### src/rtl/hs_pkg.sv
// hs_pkg: shared defaults and FSM state encodings for the handshake FIFO bridge
package hs_pkg;
  localparam int HS_DWIDTH = 16;
  localparam logic W_IDLE = 1'b0;
  localparam logic W_ACK = 1'b1;
  localparam logic R_IDLE = 1'b0;
  localparam logic R_ACK = 1'b1;
endpackage

### src/rtl/hs_fifo_mem.sv
// hs_fifo_mem: DEPTH x DWIDTH register array, one sync write port, one comb read port
module hs_fifo_mem import hs_pkg::*; #(
  parameter int DWIDTH = HS_DWIDTH,
  parameter int DEPTH = 8,
  parameter int AWIDTH = 3
) (
  input  logic              clk,
  input  logic              i_we,
  input  logic [AWIDTH-1:0] i_waddr,
  input  logic [0:DWIDTH-1] i_wdata,
  input  logic [AWIDTH-1:0] i_raddr,
  output logic [0:DWIDTH-1] o_rdata
);
  logic [0:DWIDTH-1] r_mem [DEPTH];
  // contents are not reset; only written slots are ever read
  always_ff @(posedge clk)
    if (i_we) r_mem[i_waddr] <= i_wdata;
  assign o_rdata = r_mem[i_raddr];
endmodule

### src/rtl/hs_fifo_bridge.sv
// hs_fifo_bridge: four-phase req/ack responder on both sides of a DEPTH-entry FIFO
module hs_fifo_bridge import hs_pkg::*; #(
  parameter int DWIDTH = HS_DWIDTH,
  parameter int DEPTH = 8,
  parameter int AWIDTH = 3
) (
  input  logic              clk,
  input  logic              rst,
  input  logic              req_wr,
  output logic              ack_wr,
  input  logic [0:DWIDTH-1] data_wr,
  input  logic              req_rd,
  output logic              ack_rd,
  output logic [0:DWIDTH-1] data_rd,
  output logic [AWIDTH:0]   count
);
  localparam logic [AWIDTH:0] PTR_ONE = (AWIDTH+1)'(1);
  logic r_ws, w_ws_nxt, r_rs, w_rs_nxt;
  logic [AWIDTH:0] r_wptr, r_rptr;
  logic [0:DWIDTH-1] w_mem_rd;
  logic w_full, w_empty, w_do_wr, w_do_rd;
  // status flags, transfer acceptance and next-state for both handshake FSMs
  always_comb begin
    w_empty = r_wptr == r_rptr;
    w_full = (r_wptr[AWIDTH] != r_rptr[AWIDTH]) && (r_wptr[AWIDTH-1:0] == r_rptr[AWIDTH-1:0]);
    w_do_wr = (r_ws == W_IDLE) && req_wr && !w_full;
    w_do_rd = (r_rs == R_IDLE) && req_rd && !w_empty;
    w_ws_nxt = (r_ws == W_IDLE) ? (w_do_wr ? W_ACK : W_IDLE) : (req_wr ? W_ACK : W_IDLE);
    w_rs_nxt = (r_rs == R_IDLE) ? (w_do_rd ? R_ACK : R_IDLE) : (req_rd ? R_ACK : R_IDLE);
  end
  // FSM state, pointers and the registered read data
  always_ff @(posedge clk or posedge rst)
    if (rst) begin
      r_ws <= W_IDLE;
      r_rs <= R_IDLE;
      r_wptr <= '0;
      r_rptr <= '0;
      data_rd <= '0;
    end else begin
      r_ws <= w_ws_nxt;
      r_rs <= w_rs_nxt;
      if (w_do_wr) r_wptr <= r_wptr + PTR_ONE;
      if (w_do_rd) begin
        r_rptr <= r_rptr + PTR_ONE;
        data_rd <= w_mem_rd;
      end
    end
  assign ack_wr = r_ws == W_ACK;
  assign ack_rd = r_rs == R_ACK;
  assign count = r_wptr - r_rptr;
  hs_fifo_mem #(.DWIDTH(DWIDTH), .DEPTH(DEPTH), .AWIDTH(AWIDTH)) u_mem (
    .clk(clk),
    .i_we(w_do_wr),
    .i_waddr(r_wptr[AWIDTH-1:0]),
    .i_wdata(data_wr),
    .i_raddr(r_rptr[AWIDTH-1:0]),
    .o_rdata(w_mem_rd)
  );
endmodule

### config.mk
export PLATFORM = sky130hd
export DESIGN_NAME = hs_fifo_bridge
export DESIGN_NICKNAME = d
export VERILOG_FILES = /design/src/rtl/hs_pkg.sv /design/src/rtl/hs_fifo_mem.sv /design/src/rtl/hs_fifo_bridge.sv
export SDC_FILE = /design/constraint.sdc
export NUM_CORES = 1
export LEC_CHECK = 0
export ABC_AREA = 1
export BUFFER_PORTS_ARGS = -buffer_cell sky130_fd_sc_hd__buf_2
export CORE_MARGIN = 3
export CORE_UTILIZATION = 56
export DETAILED_ROUTE_END_ITERATION = 8
export PLACE_DENSITY = 0.74
export RECOVER_POWER = 100
export SETUP_SLACK_MARGIN = 0.4
export SLEW_MARGIN = 20
export SYNTH_ARGS = -nofsm -noshare
export SYNTH_HDL_FRONTEND = slang
export SYNTH_SLANG_ARGS = --single-unit
### constraint.sdc
create_clock -name clk -period 7.55 [get_ports clk]
set_clock_uncertainty 0.15 [all_clocks]
set_input_delay 0.3775 -clock clk [delete_from_list [all_inputs] [get_ports clk]]
set_output_delay 0.3775 -clock clk [all_outputs]
set_load 0.03 [all_outputs]
# Word level (Yosys, flattened, before mapping)
# Memories as Yosys holds them, arrays and structs flattened. A register that Yosys moved wholly into a read port is not among the register bits.
# Index checks and enable logic that the tools add are counted.
[op_classes]
addsub = 3
eq_ne = 3
mux = 7
bitwise_logic = 2
reduce_logical = 7
[op_table]
columns = ["operator", "count"]
rows = [
  ["4-bit by 1-bit adder with 4-bit output (second input constant)", 2],
  ["1-bit two-way mux", 7],
  ["1-bit logical AND", 5],
  ["4-bit equality test", 1],
  ["4-bit subtractor", 1],
  ["3-bit equality test", 1],
  ["1-bit logical NOT", 2],
  ["1-bit inverter", 2],
  ["1-bit inequality test", 1],
]
[totals]
regBits = 10
ram_bits = 128
input_bits = 20
output_inout_bits = 22
word_cells = 27
mem_count = 1
[memory_table]
columns = ["memory", "depth", "word_bits", "rd", "rd_clocked_by_memory_dff", "wr", "line", "rtl"]
rows = [
  ["u_mem.r_mem", 8, 16, 1, 1, 1, "hs_fifo_mem.sv:14", "logic [0:DWIDTH-1] r_mem [DEPTH];"],
]

# Depth between registers and ports, before layout
# Gate-level depths: netlist (run 1).
[depth]
ltp_word = 6
depth_mapped = 11
ltp_nobuf = 8

# Cells and area by module
# A second synthesis (run 1) with hierarchy kept.
[hier_totals]
hier_cells = 729
area_unflattened_um2 = 7030.5
[modules_own_cells]
columns = ["module", "instances", "cells_each", "area_each_um2", "seq_area_each_um2"]
rows = [
  ["hs_fifo_mem", 1, 571, 5669.2, 3843.7],
  ["hs_fifo_bridge", 1, 158, 1361.3, 650.6],
]

# Least setup slack after synthesis (run 1)
# No wires, ideal clock.
[synth_timing]
path_type = "flip-flop to flip-flop"
from = "register r_rptr[2]"
to = "memory u_mem.r_mem[3][0] (netlist bit), enable pin"
setup_time_ns = 0.409
t_arrival_ns = 2.762
required_ns = 6.991
setup_slack_ns = 4.229
stages_incl_launch_ff = 11
n_path_buf = 3
synth_period_minus_slack_ns = 3.321
cell_sequence = "dfrtp_1 > buf_4 > clkinv_1 > buf_2 > ha_1 > nand2_1 > nor2_2 > nand3_1 > nand2_1 > buf_4 > nor3_1"
[synth_via]
elab_chain_cells = 6
[synth_rtl]
columns = ["element", "line", "rtl"]
rows = [
  ["start, declared", "hs_fifo_bridge.sv:19", "logic [AWIDTH:0] r_wptr, r_rptr;"],
  ["start signal, assigned", "hs_fifo_bridge.sv:44", "r_rptr <= r_rptr + PTR_ONE;"],
  ["3-bit equality test", "hs_fifo_bridge.sv:25", "w_full = (r_wptr[AWIDTH] != r_rptr[AWIDTH]) && (r_wptr[AWIDTH-1:0] == r_rptr[AWIDTH-1:0]);"],
  ["1-bit logical AND", "hs_fifo_bridge.sv:25", ""],
  ["1-bit logical NOT", "hs_fifo_bridge.sv:26", "w_do_wr = (r_ws == W_IDLE) && req_wr && !w_full;"],
  ["1-bit logical AND", "hs_fifo_bridge.sv:26", ""],
  ["1-bit two-way mux", "hs_fifo_mem.sv:17", "if (i_we) r_mem[i_waddr] <= i_wdata;"],
  ["1-bit two-way mux (not written as such)", "hs_fifo_mem.sv:17", ""],
  ["end, declared", "hs_fifo_mem.sv:14", ""],
]
# No other way between the ends.

# Final worst setup path (run 1)
[layout_timing]
from = "register r_rptr[2]"
to = "memory u_mem.r_mem[1][12] (netlist bit), enable pin"
# The elaborated chain is that of the path after synthesis.

==> impl_summary.txt, run 1 <==
----------------------------------------------------
[Floorplan]
  Total die area ... 0.0132 sq mm
  Core Area ... 0.0115 sq mm
  Die width ... 115 um
  I/O Pins ... 42
  Starting utilization of the core area ... 57.8%
  FP Rows ... 39
  Die H ... 115 um

[Setup path]
  Signal arrival time at the worst endpoint ... 4560 ps
  Crit path capture type ... flip-flop
  Critical path's slowest cell ... sky130_fd_sc_hd__nor3_1
  Crit start category ... flip-flop
  Critical Path Max Stage Delay ... 1690 ps
  Ordered list of cells on the worst path ... clkinv_1, ha_1, nand2_1, nor2_1, nand3_1, nand2_1, nor3_1
  CP Class ... flip-flop to flip-flop
  Required time at the worst-slack endpoint ... 7390 ps
  Cell with the most instances on the worst path ... sky130_fd_sc_hd__nand2_1
  Start of the worst register-to-register path ... r_rptr[2]
  Crit path launch ... r_rptr[2]
  Worst Path Max Fanout ... 19

[Timing]
  Pins over their slew limit ... 76
  Worst Max-Slew Pin Slew ... 2160 ps
  Final worst-path cycle share ... 62.5%
  RSZ-0062 raised after global routing ... no
  Number of hold-slack violations in the final timing report ... 0
  Hold slack final ... 20.6 ps
  Relative slew slack ... -45.2%
  Post-route setup TNS ... 0 ps
  Final setup fails ... 0
  Fin crit period ... 4720 ps
  Worst-case setup margin in the final layout ... 2830 ps
  Upper clock frequency limit ... 212 MHz

[Status]
  Violations in the final reports ... max-capacitance violations, max-slew violations
  Run status ... complete, but fails checks

[Power and ir drop]
  Power, Total ... 3.07 mW
  Worst supply voltage drop on vdd ... 0.000314 V
  Leakage Power ... 3.25 nW
  Total power per unit cell area ... 412 mW/mm^2

[Synthesis]
  Number of register bits inferred by synthesis ... 154
  Count of different cell masters after synthesis ... 25
  Cell area after technology mapping ... 0.00663 sq mm
  Synthesized net count ... 665
  Synth Area per Inst ... 10.4 sq um
  Synth area leader ... sky130_fd_sc_hd__edfxtp_1
  YS warnings ... 0
  Post-synthesis instance total ... 639
  Sequential fraction of the synthesis area ... 67.8%
  Cells taking the most area after synthesis ... sky130_fd_sc_hd__edfxtp_1 (58%), sky130_fd_sc_hd__nand2_1 (12%), sky130_fd_sc_hd__dfrtp_1 (9.8%)
  Area share of the largest cell type after synthesis ... 58.0%

[Clock tree]
  Root buf cell ... sky130_fd_sc_hd__clkbuf_16
  Total number of H-tree levels ... 4
  Total clock buffers created by CTS ... 17
  Count of instances resized after the clock tree is built ... 0
  CTS tree ... yes
  Clock transition at the registers of the reported paths ... 60 ps
  Maximum buffer depth of the clock tree ... 2
  Source-to-sink clock delay at the later pin of the worst-skew pair ... 420 ps
  Total number of clock tree sinks ... 154

[Detailed routing]
  Routed len/inst ... 17.7 um
  Total Wirelength ... 14800 um
  Vias per std cell ... 5.30
  Post-DRT Antenna Nets ... 0
  Count of unresolved DRC violations after routing ... 0
  Initial DRC count ... 485
  Number of iterations in the first detailed-routing pass ... 5
  Via count ... 4430

[Global routing]
  Largest net degree at the start of global routing ... 69
  Vias in the first global route ... 4169
  Remaining Overflow, GRT ... 0
  Antenna violations before repair ... 0
  Total global routing track utilization ... 23.9%
  Wire length of the first global-routing pass ... 22900 um

[Cells and area]
  Antenna cells ... 0
  Area grow syn2layout ... 12.5%
  Layout net count ... 706
  Number of inserted filler cells in the final layout ... 889
  Ratio of cells with drive above 1 in the final layout ... 5.92%

[Worst hold path]
  Worst hold start ... req_rd
  Path category of the worst min-delay check ... primary input to flip-flop

[Placed design]
  HPWL Detailed ... 9640 um
  Buffers added on ports ... 41
  Routability cong. ... 0.891
  Worst slack, placed ... 3570 ps

[Job]
  Count of maximum capacitance violations ... 4

----------------------------------------------------
## cells in the final DEF, fill, tap and decap left out
master                            n
sky130_fd_sc_hd__clkinv_4         3
sky130_fd_sc_hd__dfrtp_1         25
sky130_fd_sc_hd__inv_1          106
sky130_fd_sc_hd__edfxtp_1       128
sky130_fd_sc_hd__nor3_1           4
sky130_fd_sc_hd__nand2_4          1
sky130_fd_sc_hd__fa_1             1
sky130_fd_sc_hd__dfrtp_2          1
sky130_fd_sc_hd__inv_4            1
sky130_fd_sc_hd__clkinv_2         2
sky130_fd_sc_hd__clkinvlp_4       3
sky130_fd_sc_hd__xnor2_1          2
sky130_fd_sc_hd__clkbuf_16       17
sky130_fd_sc_hd__buf_4            3
sky130_fd_sc_hd__ha_1             5
sky130_fd_sc_hd__bufinv_16        3
sky130_fd_sc_hd__buf_2            3
sky130_fd_sc_hd__clkinv_1         2
sky130_fd_sc_hd__nor2_1           7
sky130_fd_sc_hd__inv_2            1
sky130_fd_sc_hd__o21a_1           1
sky130_fd_sc_hd__clkbuf_1        45
sky130_fd_sc_hd__nand2_2          1
sky130_fd_sc_hd__nand2_1        212
sky130_fd_sc_hd__o21ai_0          4
sky130_fd_sc_hd__nand3_1        103
sky130_fd_sc_hd__clkbuf_8         2
sky130_fd_sc_hd__xor2_1           4
sky130_fd_sc_hd__a21oi_1          2
sky130_fd_sc_hd__dlygate4sd3_1    1
## path summary, 6_finish.rpt
check                                endpoint  slack [ps]  cells after the start
setup / recovery           u_mem.r_mem[1][12]        2830                      7
hold / removal                         ack_rd          20                      3
setup reg to reg           u_mem.r_mem[1][12]        2830                      7
hold reg to reg                    data_rd[0]         330                      2
max in group asynchronous           r_rptr[0]        5900                      3
min in group asynchronous         data_rd[11]         630                      3
## final cells by class
cell class              instances  area [sq um]  area share [%]
clock buffers                  22           464            6.23
clock inverters                10           144            1.93
inverters                     111           420            5.64
multi-input cells             347          1550            20.8
flip-flops and latches        154          4500            60.3
well taps                     143           179            2.40
repair buffers                 49           205            2.75
## registers in the layout, summed over array words and instances, names as in the netlist
name,count
r_rptr,4
ack_rd,1
r_wptr,4
ack_wr,1
data_rd,16
u_mem.r_mem,128
## power breakdown
group          leakage, nW  internal (mW)  switching [mW]  total (mW)
Combinational         1.49          0.279           0.785        1.06
Sequential            1.47           1.07          0.0828        1.15
Clock                0.287          0.538           0.319       0.857
Total                 3.25           1.88            1.19        3.07
## synth_stat cells
cell type	number
sky130_fd_sc_hd__xor2_1	4
sky130_fd_sc_hd__inv_2	2
sky130_fd_sc_hd__inv_1	106
sky130_fd_sc_hd__nand2_4	1
sky130_fd_sc_hd__nor2_2	1
sky130_fd_sc_hd__inv_4	1
sky130_fd_sc_hd__o21ai_0	4
sky130_fd_sc_hd__buf_2	12
sky130_fd_sc_hd__a21oi_4	1
sky130_fd_sc_hd__o21a_1	1
sky130_fd_sc_hd__nand2_1	212
sky130_fd_sc_hd__xnor2_1	2
sky130_fd_sc_hd__nand2_2	1
sky130_fd_sc_hd__clkbuf_1	9
sky130_fd_sc_hd__nand3_1	103
sky130_fd_sc_hd__nor3_1	4
sky130_fd_sc_hd__fa_1	1
sky130_fd_sc_hd__nor2_1	6
sky130_fd_sc_hd__ha_1	5
sky130_fd_sc_hd__clkinv_1	2
sky130_fd_sc_hd__edfxtp_1	128
sky130_fd_sc_hd__dfrtp_1	26
sky130_fd_sc_hd__buf_6	3
sky130_fd_sc_hd__a21oi_1	1
sky130_fd_sc_hd__buf_4	3
## worst max-delay path, delay by kind of cell, from the launching register on
family	cells	cell delay (ps)
DFF	1	750
and+or+nand+nor	5	2180
buffers and inverters	1	660
adders and majority gates	1	540
## timing repair
action / 4_1_cts / 5_1_grt
setup buffers: 0 / 0
hold endpoints to repair: 0 / 26
hold buffers: 0 / 1
## logic make-up (layout without fill, tap and decap cells)
group	after synthesis	count (layout)	synth area share [%]
simple gates	328	328	20.8
flops	154	154	67.8
buf+inv	138	192	8.59
compound gates	7	7	0.737
fa+ha+maj	6	6	1.25
xor+xnor	6	6	0.793
## through the flow
stage	instances	util (%)	area (sq um)
after floorplan	639	-	6630
after global placement	803	60.5	6930
after detailed placement	803	60.5	6930
after CTS	835	65.8	7540
after global routing	836	65.0	7460
final	836	65.0	7460
## layer usage
metal,vias to the layer above,track usage [%],wire (um)
met5,-,0,0
met4,0,9.08,243
met3,19,6.53,1270
met2,196,32.9,6550
met1,2089,36.7,6750
li1,2126,-,-
Note: power is estimated with default switching activity, not from simulation.
==> run 2, diff against run 1 <==
ABC_AREA = 0   (was 1)
PLACE_DENSITY = 0.75   (was 0.74)
clock period = 4.9 ns   (was 7.55 ns; I/O delays follow)
==> run 2 against run 1 <==
- the run still ends with max-capacitance violations, max-slew violations left
- first-iteration DRC count decreased by 54%
- via count down 33%
- final area is 4.9% lower
- register-to-register slack worse by 1600 ps
- largest cell class unchanged
- largest power group unchanged
==> impl_summary.txt, run 2 <==
----------------------------------------------------
[Detailed routing]
  Initial DRC count ... 225
  Post-DRT Antenna Nets ... 0
  Routed len/inst ... 20.7 um
  Number of iterations in the first detailed-routing pass ... 4
  Count of unresolved DRC violations after routing ... 0
  Vias per std cell ... 5.60
  Total Wirelength ... 11000 um
  Via count ... 2966

[Setup path]
  CP Class ... flip-flop to flip-flop
  Crit start category ... flip-flop
  Required time at the worst-slack endpoint ... 4900 ps
  Depth of the most critical reg-to-reg path ... 7
  Worst Path Max Fanout ... 34
  Start of the worst register-to-register path ... r_rptr[2]
  Reg-to-reg endpoint ... u_mem.r_mem[1][14]
  Signal arrival time at the worst endpoint ... 3690 ps
  Reg2reg setup slack ... 1220 ps
  Crit path capture type ... flip-flop

[Placed design]
  Routability cong. ... 0.733
  Placement-stage cell area ... 0.00639 sq mm
  HPWL Detailed ... 6240 um
  Buffers added on ports ... 41

[Synthesis]
  Leading cell types by count after synthesis ... sky130_fd_sc_hd__edfxtp_1 (128), sky130_fd_sc_hd__mux4_2 (30), sky130_fd_sc_hd__dfrtp_1 (26)
  Synth Area per Inst ... 19.9 sq um
  Cell area after technology mapping ... 0.00601 sq mm
  Area share of the largest cell type after synthesis ... 63.9%
  Synth area leader ... sky130_fd_sc_hd__edfxtp_1
  Post-synthesis instance total ... 302
  Sequential fraction of the synthesis area ... 74.8%
  Count of flip-flops with a built-in enable after synthesis ... 128
  Dominant cell by count in the synthesized netlist ... sky130_fd_sc_hd__edfxtp_1
  Most used DFF post-synth ... sky130_fd_sc_hd__edfxtp_1
  Cells taking the most area after synthesis ... sky130_fd_sc_hd__edfxtp_1 (64%), sky130_fd_sc_hd__mux4_2 (11%), sky130_fd_sc_hd__dfrtp_1 (11%)
  Count of different cell masters after synthesis ... 28
  Number of register bits inferred by synthesis ... 154
  YS warnings ... 0
  Synthesized net count ... 328
  Fraction of registers with async set/reset ... 16.9%

[Worst hold path]
  Path category of the worst min-delay check ... flip-flop to flip-flop
  Worst hold start ... data_rd[3]
  Hold Crit Depth ... 2
  Endpoint with the worst hold slack ... data_rd[3]

[Clock tree]
  Source-to-sink clock delay at the later pin of the worst-skew pair ... 520 ps
  CTS tree ... yes
  Maximum buffer depth of the clock tree ... 2
  Total clock buffers created by CTS ... 17
  Root buf cell ... sky130_fd_sc_hd__clkbuf_8
  Setup Buffers After CTS ... 0
  Total number of H-tree levels ... 4
  Clock transition at the registers of the reported paths ... 70 ps
  Total number of clock tree sinks ... 154
  Count of instances resized after the clock tree is built ... 0
  Hold buffer count at CTS ... 19

[Floorplan]
  FP Rows ... 37
  Starting utilization of the core area ... 58.0%
  I/O Pins ... 42
  Die H ... 110 um
  Total die area ... 0.0120 sq mm
  Core Area ... 0.0104 sq mm
  Die width ... 110 um

[Timing]
  Fin crit period ... 3680 ps
  Final worst-path cycle share ... 75.2%
  Relative slew slack ... -1.64%
  Post-route setup TNS ... 0 ps
  Number of hold-slack violations in the final timing report ... 0
  Final setup fails ... 0
  Pins over their slew limit ... 27
  Upper clock frequency limit ... 272 MHz
  RSZ-0062 raised after global routing ... no
  Worst Max-Slew Pin Slew ... 1520 ps

[Cells and area]
  Number of inserted filler cells in the final layout ... 714
  Layout net count ... 407
  Top flop regs ... u_mem.r_mem: 128 flops, data_rd: 16 flops
  Final std cell area, no fill ... 0.00709 sq mm
  Area grow syn2layout ... 17.9%
  Antenna cells ... 0
  Ratio of cells with drive above 1 in the final layout ... 17.8%
  Largest register by flop count ... u_mem.r_mem
  Most common cell after layout, fill and taps aside ... sky130_fd_sc_hd__edfxtp_1
  Max FFs per register ... 128
  Leading cell types in the layout, fill and taps excluded ... sky130_fd_sc_hd__edfxtp_1 (128), sky130_fd_sc_hd__clkbuf_1 (51), sky130_fd_sc_hd__mux4_2 (30), sky130_fd_sc_hd__dfrtp_1 (25), sky130_fd_sc_hd__nand2_1 (20)

[Job]
  Count of maximum capacitance violations ... 1

[Global routing]
  Total global routing track utilization ... 20.4%
  Antenna violations before repair ... 0
  Wire length of the first global-routing pass ... 17200 um
  Largest net degree at the start of global routing ... 36
  Vias in the first global route ... 3061
  Remaining Overflow, GRT ... 0

[Status]
  Violations in the final reports ... max-capacitance violations, max-slew violations
  Run status ... complete, but fails checks

[Power and ir drop]
  Total power per unit cell area ... 623 mW/mm^2
  Worst supply voltage drop on vdd ... 0.000414 V
  Leakage Power ... 2.48 nW

----------------------------------------------------
-- run 2: cell types whose count changed after synthesis, sizes merged, moves of 3 or more --
cell / delta
nand2: -194
nand3: -101
inv: -99
mux4: +32
mux2i: +16
o21ai: +14
clkbuf: -9
buf: -5
xnor2: +3
-- run 2: cells by family (layout without fill, tap and decap cells) --
logic type                 count (synthesis)  in the layout  share of synthesized area [%]
DFF                                      154            154                           74.8
muxes                                     50             50                           15.2
and+or+nand+nor                           37             37                           2.56
AOI/OAI and AO/OA                         23             23                           2.27
buffers and inverters                     23            115                           2.46
xor gates and xnor gates                   9              9                           1.44
adders and majority gates                  6              6                           1.37
-- run 2: critical path: stages, from the launching register on --
cell and delay [ps]:
sky130_fd_sc_hd__dfrtp_1 340, sky130_fd_sc_hd__buf_4 410, sky130_fd_sc_hd__inv_1 140, sky130_fd_sc_hd__ha_1 350, sky130_fd_sc_hd__nand3_1 200, sky130_fd_sc_hd__o211ai_1 210, sky130_fd_sc_hd__nor3_1 950, sky130_fd_sc_hd__clkbuf_1 550
-- run 2: worst max-delay path by stage --
stage,startpoint,end,slack [ps],cells past startpoint
floorplan,r_rptr[1],u_mem.r_mem[0][0],1430,8
detailed placement,r_rptr[2],r_rptr[1],1800,7
global placement,r_rptr[2],r_rptr[1],1860,7
finish,r_rptr[2],u_mem.r_mem[1][14],1220,7
CTS,r_rptr[2],r_rptr[1],1760,7
global route,r_rptr[2],u_mem.r_mem[1][14],950,7
-- run 2: per-layer routing --
metal	GRT usage, %	up-vias	part of all wire [%]
met1	27.6	1521	41
met3	5.17	17	5.3
met5	0	-	0
met4	8.01	0	1.7
li1	-	1347	-
met2	32.2	81	52
-- run 2: layout make-up --
type / count / area [sq um] / area share (%)
well taps: 136 / 170 / 2.40
clock inverters: 12 / 189 / 2.66
multi-input cells: 125 / 1370 / 19.3
repair buffers: 73 / 408 / 5.75
flip-flops and latches: 154 / 4500 / 63.4
inverters: 10 / 37.5 / 0.529
clock buffers: 20 / 425 / 6.00
-- run 2: where the power goes --
group	total, mW	switching (mW)	leakage [nW]	internal [mW]
Clock	1.35	0.508	0.294	0.837
Sequential	1.73	0.102	1.47	1.62
Combinational	1.35	0.825	0.718	0.522
-- run 2: stage by stage --
step	hold WS (ps)	cells	total power, mW	utilization (%)	worst slack [ps]
global route	343	530	4.65	68.4	954
finish	328	530	4.42	68.4	1220
CTS	181	530	4.52	69.3	1760
detailed placement	191	479	3.16	61.6	1800
floorplan	135	302	2.84	-	1430
global placement	177	479	3.12	61.6	1860
